===== config.mk =====
export PLATFORM = sky130hd
export DESIGN_NAME = mem_arbiter_flat
export DESIGN_NICKNAME = d
export VERILOG_FILES = /design/src/rtl/mem_arbiter_pkg.sv /design/src/rtl/mem_arbiter_if.sv /design/src/rtl/mem_arb_grant.sv /design/src/rtl/mem_arbiter.sv /design/src/flat_wrapper.sv
export SDC_FILE = /design/constraint.sdc
export NUM_CORES = 1
export LEC_CHECK = 0
export CAP_MARGIN = 30
export CORE_MARGIN = 3
export CORE_UTILIZATION = 50
export CTS_BUF_LIST = sky130_fd_sc_hd__clkbuf_8
export DETAILED_ROUTE_END_ITERATION = 10
export DONT_BUFFER_PORTS = 1
export SYNTH_ARGS = -nofsm -noshare
export SYNTH_HDL_FRONTEND = slang
export SYNTH_SLANG_ARGS = --single-unit

===== constraint.sdc =====
create_clock -name clk -period 2.2 [get_ports clk]
set_input_delay 0 -clock clk [delete_from_list [all_inputs] [get_ports clk]]
set_output_delay 0 -clock clk [all_outputs]
set_load 0.1 [all_outputs]

===== src/rtl/mem_arbiter_pkg.sv =====
// Shared widths, FSM state encoding and grant encoding for the instruction/data memory arbiter.
// Round-robin arbitration is enabled with `define MEM_ARB_RR_EN; otherwise data has fixed priority.
package mem_arbiter_pkg;

  localparam int ADDR_BUS = 32;
  localparam int DATA_BUS = 32;
  localparam int WE_W     = 4;

  typedef enum logic [1:0] {
    S_IDLE = 2'd0,
    S_REQ  = 2'd1,
    S_RESP = 2'd2,
    S_DONE = 2'd3
  } arb_state_e;

  typedef enum logic {
    GNT_INST = 1'b0,
    GNT_DATA = 1'b1
  } gnt_e;

  function automatic gnt_e other_port(input gnt_e g);
    return (g == GNT_INST) ? GNT_DATA : GNT_INST;
  endfunction

endpackage


===== src/rtl/mem_arbiter_if.sv =====
// Fetch port, load/store port and shared bus channel of the memory arbiter.
// master is the arbiter's view; slave is the core/memory side that drives it.
interface mem_arbiter_if #(
    parameter int ADDR_WIDTH = mem_arbiter_pkg::ADDR_BUS,
    parameter int DATA_WIDTH = mem_arbiter_pkg::DATA_BUS
) ();
    import mem_arbiter_pkg::*;

    logic                  inst_req;
    logic [ADDR_WIDTH-1:0] inst_addr;
    logic [DATA_WIDTH-1:0] inst_rdata;
    logic                  inst_ready;

    logic                  data_req;
    logic [WE_W-1:0]       data_we;
    logic [ADDR_WIDTH-1:0] data_addr;
    logic [DATA_WIDTH-1:0] data_wdata;
    logic [DATA_WIDTH-1:0] data_rdata;
    logic                  data_ready;

    logic                  bus_req;
    logic [WE_W-1:0]       bus_we;
    logic [ADDR_WIDTH-1:0] bus_addr;
    logic [DATA_WIDTH-1:0] bus_wdata;
    logic                  bus_addr_ok;
    logic                  bus_data_ok;
    logic [DATA_WIDTH-1:0] bus_rdata;

    logic                  stall_if;
    logic                  stall_mem;

    modport master (
        input  inst_req, inst_addr,
        output inst_rdata, inst_ready,
        input  data_req, data_we, data_addr, data_wdata,
        output data_rdata, data_ready,
        output bus_req, bus_we, bus_addr, bus_wdata,
        input  bus_addr_ok, bus_data_ok, bus_rdata,
        output stall_if, stall_mem
    );

    modport slave (
        output inst_req, inst_addr,
        input  inst_rdata, inst_ready,
        output data_req, data_we, data_addr, data_wdata,
        input  data_rdata, data_ready,
        input  bus_req, bus_we, bus_addr, bus_wdata,
        output bus_addr_ok, bus_data_ok, bus_rdata,
        input  stall_if, stall_mem
    );

endinterface


===== src/rtl/mem_arb_grant.sv =====
// Grant selection between the fetch and load/store ports.
// With MEM_ARB_RR_EN a tie goes to the port not granted last; otherwise data always wins.
module mem_arb_grant
    import mem_arbiter_pkg::*;
(
    input  logic inst_req,
    input  logic data_req,
`ifdef MEM_ARB_RR_EN
    input  gnt_e last_grant,
`endif
    output logic any_req,
    output gnt_e grant
);

    assign any_req = inst_req | data_req;

    always_comb begin
        grant = data_req ? GNT_DATA : GNT_INST;
`ifdef MEM_ARB_RR_EN
        if (inst_req && data_req)
            grant = other_port(last_grant);
`endif
    end

endmodule


===== src/rtl/mem_arbiter.sv =====
// Two-port (fetch, load/store) arbiter onto a single split address/data memory bus.
// Define MEM_ARB_RR_EN for round-robin arbitration; default build uses fixed data-over-inst priority.
module mem_arbiter
    import mem_arbiter_pkg::*;
#(
    parameter int ADDR_WIDTH = ADDR_BUS,
    parameter int DATA_WIDTH = DATA_BUS
) (
    input  logic          clk,
    input  logic          rst,
    mem_arbiter_if.master bus
);

    arb_state_e state_q, state_d;
    gnt_e       owner_q;
    gnt_e       grant;
    logic       any_req;
    logic       grant_en;

    logic [WE_W-1:0]       we_q;
    logic [ADDR_WIDTH-1:0] addr_q;
    logic [DATA_WIDTH-1:0] wdata_q;
    logic [DATA_WIDTH-1:0] inst_rdata_q;
    logic [DATA_WIDTH-1:0] data_rdata_q;

    assign grant_en = (state_q == S_IDLE) && any_req;

`ifdef MEM_ARB_RR_EN
    gnt_e last_q;

    mem_arb_grant u_grant (
        .inst_req   (bus.inst_req),
        .data_req   (bus.data_req),
        .last_grant (last_q),
        .any_req    (any_req),
        .grant      (grant)
    );

    // Reset leaves "inst granted last", so the first tie goes to data.
    always_ff @(posedge clk or negedge rst) begin
        if (!rst)
            last_q <= GNT_INST;
        else if (grant_en)
            last_q <= grant;
    end
`else
    mem_arb_grant u_grant (
        .inst_req (bus.inst_req),
        .data_req (bus.data_req),
        .any_req  (any_req),
        .grant    (grant)
    );
`endif

    always_ff @(posedge clk or negedge rst) begin
        if (!rst)
            state_q <= S_IDLE;
        else
            state_q <= state_d;
    end

    always_comb begin
        state_d        = state_q;
        bus.bus_req    = 1'b0;
        bus.inst_ready = 1'b0;
        bus.data_ready = 1'b0;
        case (state_q)
            S_IDLE: begin
                if (any_req)
                    state_d = S_REQ;
            end
            S_REQ: begin
                // data_ok is deliberately not looked at until the address phase is accepted
                bus.bus_req = 1'b1;
                if (bus.bus_addr_ok)
                    state_d = S_RESP;
            end
            S_RESP: begin
                if (bus.bus_data_ok)
                    state_d = S_DONE;
            end
            S_DONE: begin
                bus.inst_ready = (owner_q == GNT_INST);
                bus.data_ready = (owner_q == GNT_DATA);
                state_d        = S_IDLE;
            end
            default: state_d = S_IDLE;
        endcase
    end

    // Request fields are captured once at grant so the requester may change them mid-flight.
    always_ff @(posedge clk or negedge rst) begin
        if (!rst) begin
            owner_q      <= GNT_INST;
            we_q         <= '0;
            addr_q       <= '0;
            wdata_q      <= '0;
            inst_rdata_q <= '0;
            data_rdata_q <= '0;
        end else begin
            if (grant_en) begin
                owner_q <= grant;
                if (grant == GNT_DATA) begin
                    we_q    <= bus.data_we;
                    addr_q  <= bus.data_addr;
                    wdata_q <= bus.data_wdata;
                end else begin
                    we_q    <= '0;
                    addr_q  <= bus.inst_addr;
                    wdata_q <= '0;
                end
            end
            // Stores complete without touching the owner's read data.
            if (state_q == S_RESP && bus.bus_data_ok && we_q == '0) begin
                if (owner_q == GNT_DATA)
                    data_rdata_q <= bus.bus_rdata;
                else
                    inst_rdata_q <= bus.bus_rdata;
            end
        end
    end

    assign bus.bus_we     = we_q;
    assign bus.bus_addr   = addr_q;
    assign bus.bus_wdata  = wdata_q;
    assign bus.inst_rdata = inst_rdata_q;
    assign bus.data_rdata = data_rdata_q;

    assign bus.stall_if   = bus.inst_req & ~bus.inst_ready;
    assign bus.stall_mem  = bus.data_req & ~bus.data_ready;

endmodule


===== src/flat_wrapper.sv =====
// flat-port wrapper written by rule: the top's interface ports become plain ports
module mem_arbiter_flat import mem_arbiter_pkg::*;
#(
    parameter int ADDR_WIDTH = ADDR_BUS,
    parameter int DATA_WIDTH = DATA_BUS
)
  (clk, rst, bus_inst_req, bus_inst_addr, bus_inst_rdata, bus_inst_ready, bus_data_req, bus_data_we, bus_data_addr, bus_data_wdata, bus_data_rdata, bus_data_ready, bus_bus_req, bus_bus_we, bus_bus_addr, bus_bus_wdata, bus_bus_addr_ok, bus_bus_data_ok, bus_bus_rdata, bus_stall_if, bus_stall_mem);
  mem_arbiter_if #(.ADDR_WIDTH(ADDR_WIDTH), .DATA_WIDTH(DATA_WIDTH)) bus_i ();
  input  logic clk;
  input  logic rst;
  input wire logic [$bits(bus_i.inst_req)-1:0] bus_inst_req;
  input wire logic [$bits(bus_i.inst_addr)-1:0] bus_inst_addr;
  output wire logic [$bits(bus_i.inst_rdata)-1:0] bus_inst_rdata;
  output wire logic [$bits(bus_i.inst_ready)-1:0] bus_inst_ready;
  input wire logic [$bits(bus_i.data_req)-1:0] bus_data_req;
  input wire logic [$bits(bus_i.data_we)-1:0] bus_data_we;
  input wire logic [$bits(bus_i.data_addr)-1:0] bus_data_addr;
  input wire logic [$bits(bus_i.data_wdata)-1:0] bus_data_wdata;
  output wire logic [$bits(bus_i.data_rdata)-1:0] bus_data_rdata;
  output wire logic [$bits(bus_i.data_ready)-1:0] bus_data_ready;
  output wire logic [$bits(bus_i.bus_req)-1:0] bus_bus_req;
  output wire logic [$bits(bus_i.bus_we)-1:0] bus_bus_we;
  output wire logic [$bits(bus_i.bus_addr)-1:0] bus_bus_addr;
  output wire logic [$bits(bus_i.bus_wdata)-1:0] bus_bus_wdata;
  input wire logic [$bits(bus_i.bus_addr_ok)-1:0] bus_bus_addr_ok;
  input wire logic [$bits(bus_i.bus_data_ok)-1:0] bus_bus_data_ok;
  input wire logic [$bits(bus_i.bus_rdata)-1:0] bus_bus_rdata;
  output wire logic [$bits(bus_i.stall_if)-1:0] bus_stall_if;
  output wire logic [$bits(bus_i.stall_mem)-1:0] bus_stall_mem;
  assign bus_i.inst_req = bus_inst_req;
  assign bus_i.inst_addr = bus_inst_addr;
  assign bus_inst_rdata = bus_i.inst_rdata;
  assign bus_inst_ready = bus_i.inst_ready;
  assign bus_i.data_req = bus_data_req;
  assign bus_i.data_we = bus_data_we;
  assign bus_i.data_addr = bus_data_addr;
  assign bus_i.data_wdata = bus_data_wdata;
  assign bus_data_rdata = bus_i.data_rdata;
  assign bus_data_ready = bus_i.data_ready;
  assign bus_bus_req = bus_i.bus_req;
  assign bus_bus_we = bus_i.bus_we;
  assign bus_bus_addr = bus_i.bus_addr;
  assign bus_bus_wdata = bus_i.bus_wdata;
  assign bus_i.bus_addr_ok = bus_bus_addr_ok;
  assign bus_i.bus_data_ok = bus_bus_data_ok;
  assign bus_i.bus_rdata = bus_bus_rdata;
  assign bus_stall_if = bus_i.stall_if;
  assign bus_stall_mem = bus_i.stall_mem;
  mem_arbiter #(.ADDR_WIDTH(ADDR_WIDTH), .DATA_WIDTH(DATA_WIDTH)) u_core (.clk(clk), .rst(rst), .bus(bus_i));
endmodule

==> flow_metrics.tcl, run 1 <==
set metrics [dict create \
    status "stopped before the end" \
    lastStage "clock tree synthesis" \
    stop_error "[ERROR RSZ-0060] Max buffer count reached." \
    synthCells 458 \
    ys_seq_area_frac 0.587 \
    cts_made_buffers 17 \
    syn_nets 601 \
    synth.avg_cell_area_sq_um 12.6 \
    post_cts_resized 0 \
    row_count 38 \
    die_h_microns 113 \
    yosys_warnings 0 \
    yosys_register_bits 135 \
    clock_path_buffers 2 \
    initial_utilization 0.522 \
    hold_buffers 151 \
    design.portCount 275 \
    place_area_sq_mm 0.00692 \
    htree_levels 4 \
    dp_slack_ns 0.257 \
    portBuffers 0 \
    clkSinkCount 135 \
    chipWidth_microns 113 \
    synth_cell_types 20 \
    cts-root-buf "clkbuf_8" \
    gp_congestion 0.804 \
    dp_hpwl_microns 9750 \
    synth_area_sq_mm 0.00576 \
    cts_setup_buffers 0 \
]
[Yosys cell counts]
master / count / share of area
nand2_1: 107 / 0.070
nand3b_4: 1 / 0.0035
and4bb_2: 1 / 0.0022
inv_1: 4 / 0.0026
buf_6: 6 / 0.012
buf_2: 12 / 0.010
mux2_2: 5 / 0.0098
mux2_4: 60 / 0.16
nor2_1: 3 / 0.0020
mux2i_1: 33 / 0.057
nand3_1: 36 / 0.031
dfrtp_1: 135 / 0.59
o21ai_0: 33 / 0.029
nand3_4: 1 / 0.0030
ha_1: 5 / 0.011
a222oi_1: 1 / 0.0017
and2_1: 1 / 0.0011
clkbuf_2: 2 / 0.0017
nor2b_1: 3 / 0.0033
clkbuf_1: 9 / 0.0059
[through the flow]
step | instances | util
floorplan | 458 | -
global placement | 714 | 0.627
detailed placement | 714 | 0.627
[logic make-up after synthesis]
family,Yosys count,synth area share
simple gates,153,0.116
mux,98,0.224
flops,135,0.587
fa+ha+maj,5,0.0109
buf+inv,33,0.0324
compound gates,34,0.0304
==> inputs of run 2 (changes only) <==
--- a/config.mk
+++ b/config.mk
@@ -7,10 +7,10 @@
 export LEC_CHECK = 0
 export CAP_MARGIN = 30
 export CORE_MARGIN = 3
-export CORE_UTILIZATION = 50
-export CTS_BUF_LIST = sky130_fd_sc_hd__clkbuf_8
+export CORE_UTILIZATION = 35
 export DETAILED_ROUTE_END_ITERATION = 10
 export DONT_BUFFER_PORTS = 1
+export PLACE_DENSITY_LB_ADDON = 0.15
 export SYNTH_ARGS = -nofsm -noshare
 export SYNTH_HDL_FRONTEND = slang
 export SYNTH_SLANG_ARGS = --single-unit
==> run 2 against run 1 <==
Against the previous run: the flow now finishes, with violations (negative hold slack); synthesized cell count stayed put; area after synthesis stayed put.
==> flow_metrics.tcl, run 2 <==
set metrics [dict create \
    status "finished, violations left" \
    violations "negative hold slack" \
    synth_cell_types 20 \
    layout_commonest_cell "dlygate4sd3_1" \
    netlist.area_leader.share 0.587 \
    die_h_microns 134 \
    synth_edf_count 0 \
    synth_area_sq_mm 0.00576 \
    totalWireLength_microns 16300 \
    cp-end-kind "flip-flop" \
    ys_top_cells_by_count "dfrtp_1, nand2_1, mux2_4" \
    crit_path_start_kind "input port" \
    cp_cell_sequence "dlygate4sd3_1 > nor2_1 > dlygate4sd3_1 > a222oi_1 > dlygate4sd3_1 > mux2i_1" \
    grtUsageTotal 0.184 \
    cts_made_buffers 17 \
    first_iter_violations 221 \
    drc 0 \
    ant_nets 0 \
    design.portCount 275 \
    overflow 0 \
    max_clock_freq_mhz 476 \
    synthTopCellsByArea "dfrtp_1, mux2_4, nand2_1, mux2i_1, nand3_1" \
    antenna_found_initial 0 \
    vias 4541 \
    slew_violations 0 \
    stdcell_area_sq_mm 0.00926 \
    grt_use_met2 0.307 \
    setup_viol 0 \
    critPathKind "in2reg" \
    grt_max_degree 136 \
    hold_buffers 162 \
    syn_nets 601 \
    fin_nets 898 \
    clock_skew_ns 0.00691 \
    fin_crit_sh 0.955 \
    hold_slack_ns -0.721 \
    dp_hpwl_microns 10300 \
    drv_cap 0 \
    area_delta_synth_final_pct 60.7 \
    hold_violations 135 \
    critPathMaxFanout 2 \
    yosys_warnings 0 \
    grt_pass1_wl_microns 26100 \
    worstPathRequired_ns 2.53 \
    cts_tree "yes" \
    relSlewSlack 0.620 \
    vias_per_cell 4.61 \
    ys_seq_area_frac 0.587 \
    htree_levels 4 \
    top_usage_layer "met2" \
    place_area_sq_mm 0.00703 \
    rsz0062_at_grt "yes" \
    met3_usage 0.0754 \
    r2r-end "u_core.state_q[0]" \
    clkSinkCount 135 \
    die_area_sq_mm 0.0180 \
    chipWidth_microns 134 \
    hold_class "in2async" \
    mostFrequentLayoutCells "dlygate4sd3_1, buf_4, dfrtp_1, nand2_1, mux2_4" \
    initial_utilization 0.360 \
    cts-root-buf "clkbuf_16" \
    arrival_ns 2.43 \
    critPathMaxStageDelay_ns 0.63 \
    row_count 46 \
    drive_gt1_frac 0.323 \
    gp_congestion 0.760 \
    yosysMostFrequentCell "dfrtp_1" \
    clk_pin_slew_ns 0.06 \
    fin_crit_ns 2.10 \
    met1_usage 0.215 \
    yosysTopAreaCell "dfrtp_1" \
    fin_ws_ns 0.0980 \
    portBuffers 0 \
    yosys_register_bits 135 \
    clock_path_buffers 2 \
    diodes 0 \
    critPathSlowestCell "dlygate4sd3_1" \
    reg2reg_slack_ns 0.1 \
    synthCells 458 \
    dp_slack_ns 0.170 \
    finish.utilization 0.578 \
    synthFlopType "dfrtp_1" \
    cts_setup_buffers 0 \
    timing.rr.start "u_core.state_q[0]" \
    path_common_cell "dlygate4sd3_1" \
    core_sq_mm 0.0160 \
    async_reset_ff_frac 1.00 \
    grt_pass1_vias 4881 \
    synth.avg_cell_area_sq_um 12.6 \
    first_pass_iters 4 \
    worstMarginPinSlew_ns 0.568 \
    clock_latency_ns 0.41 \
    reg2reg_depth 5 \
    wire_per_inst_microns 16.6 \
]
-- run 2: kinds of logic after synthesis --
| group | synth area share |
|---|---|
| DFF | 0.587 |
| buffers and inverters | 0.0324 |
| AOI/OAI and AO/OA | 0.0304 |
| and+or+nand+nor | 0.116 |
| adders and majority gates | 0.0109 |
| muxes | 0.224 |
-- run 2: final cells by class --
| cell class | count | area, sq um |
|---|---|---|
| clock buffer | 21 | 460 |
| sequential | 135 | 3380 |
| clock inverter | 11 | 125 |
| inverter | 4 | 15.0 |
| timing repair buffer | 307 | 2790 |
| multi-input combinational | 290 | 2210 |
| tap | 216 | 270 |
| fill | 1321 | 6750 |
-- run 2: worst max-delay path: cells and delay by family --
family          cells  cell delay (ns)
mux                 1             0.20
simple gates        1             0.06
compound gates      1             0.37
buf+inv             3             1.80
-- run 2: per-layer routing --
layer,vias up,wire [microns],share of wire
met4,0,357,0.022
met3,26,1480,0.091
met1,2165,6420,0.39
li1,2143,-,-
met2,207,8030,0.49
met5,-,0,0
-- run 2: worst max path at each step --
stage / start / end / slack (ns) / cells after the start
floorplan: u_core.state_q[0] / bus_stall_if / -0.11 / 3
global placement: u_core.state_q[0] / u_core.bus.inst_rdata[19] / 0.28 / 6
detailed placement: u_core.state_q[0] / u_core.bus.inst_rdata[17] / 0.17 / 6
CTS: u_core.state_q[0] / u_core.state_q[0] / 0.11 / 5
global route: u_core.state_q[0] / u_core.state_q[0] / -0.01 / 5
finish: bus_inst_req / u_core.state_q[0] / 0.1 / 6
-- run 2: metrics by stage --
step / TNS, ns / std cells
6_report: 0 / 984
5_1_grt: -0.0109 / 984
4_1_cts: 0 / 984
3_5_place_dp: 0 / 790
3_3_place_gp: 0 / 790
2_1_floorplan: -0.107 / 458
-- run 2: repair_timing --
action                                 4_1_cts  5_1_grt
setup endpoints to repair                    0        1
gates resized for setup                      0        1
endpoints found under the hold margin      270      135
Power of run 2 is left out: the tool's default activity adds up to more than one toggle a clock period on the data nets, which glitch-free logic cannot reach.
==> inputs of run 3 (changes only) <==
--- a/config.mk
+++ b/config.mk
@@ -7,7 +7,7 @@
 export LEC_CHECK = 0
 export CAP_MARGIN = 30
 export CORE_MARGIN = 3
-export CORE_UTILIZATION = 35
+export CORE_UTILIZATION = 55
 export DETAILED_ROUTE_END_ITERATION = 10
 export DONT_BUFFER_PORTS = 1
 export PLACE_DENSITY_LB_ADDON = 0.15
==> run 3 against run 2 <==
Against the previous run: the run now fails in clock tree synthesis; synthesized cell count unchanged; area after synthesis unchanged.
==> flow_metrics.tcl, run 3 <==
set metrics [dict create \
    status "stopped before the end" \
    lastStage "clock tree synthesis" \
    stop_error "[ERROR RSZ-0060] Max buffer count reached." \
    clkSinkCount 135 \
    initial_utilization 0.578 \
    dp_hpwl_microns 10400 \
    ys_top_cells_by_count "dfrtp_1, nand2_1, mux2_4" \
    syn_nets 601 \
    synthFlopType "dfrtp_1" \
    yosys_register_bits 135 \
    cts_made_buffers 17 \
    synth_cell_types 20 \
    post_cts_resized 0 \
    yosysTopAreaCell "dfrtp_1" \
    synthCells 458 \
    yosys_warnings 0 \
    portBuffers 0 \
    hold_buffers 148 \
    gp_congestion 0.751 \
    clock_path_buffers 2 \
    chipWidth_microns 108 \
    htree_levels 4 \
    synth.avg_cell_area_sq_um 12.6 \
    synthTopCellsByArea "dfrtp_1, mux2_4, nand2_1, mux2i_1, nand3_1" \
    ys_seq_area_frac 0.587 \
    async_reset_ff_frac 1.00 \
    synth_area_sq_mm 0.00576 \
    cts-root-buf "clkbuf_8" \
    netlist.area_leader.share 0.587 \
    yosysMostFrequentCell "dfrtp_1" \
    cts_setup_buffers 0 \
    dp_slack_ns 0.183 \
    row_count 36 \
    die_h_microns 108 \
    design.portCount 275 \
    synth_edf_count 0 \
]
==> run 3: cell counts after synthesis <==
Identical to the previous run, type by type.
==> run 3: kinds of logic after synthesis <==
logic type / Yosys count / share of synthesized area
flip-flops: 135 / 0.587
AO/OA/AOI/OAI: 34 / 0.0304
buffers and inverters: 33 / 0.0324
adder cells (fa/ha/maj): 5 / 0.0109
multiplexers: 98 / 0.224
AND/OR/NAND/NOR: 153 / 0.116
==> run 3: stage by stage <==
stage          area, sq um  TNS (ns)  cells
3_3_place_gp          6900         0    705
3_5_place_dp          6900         0    705
2_1_floorplan         5760    -0.107    458
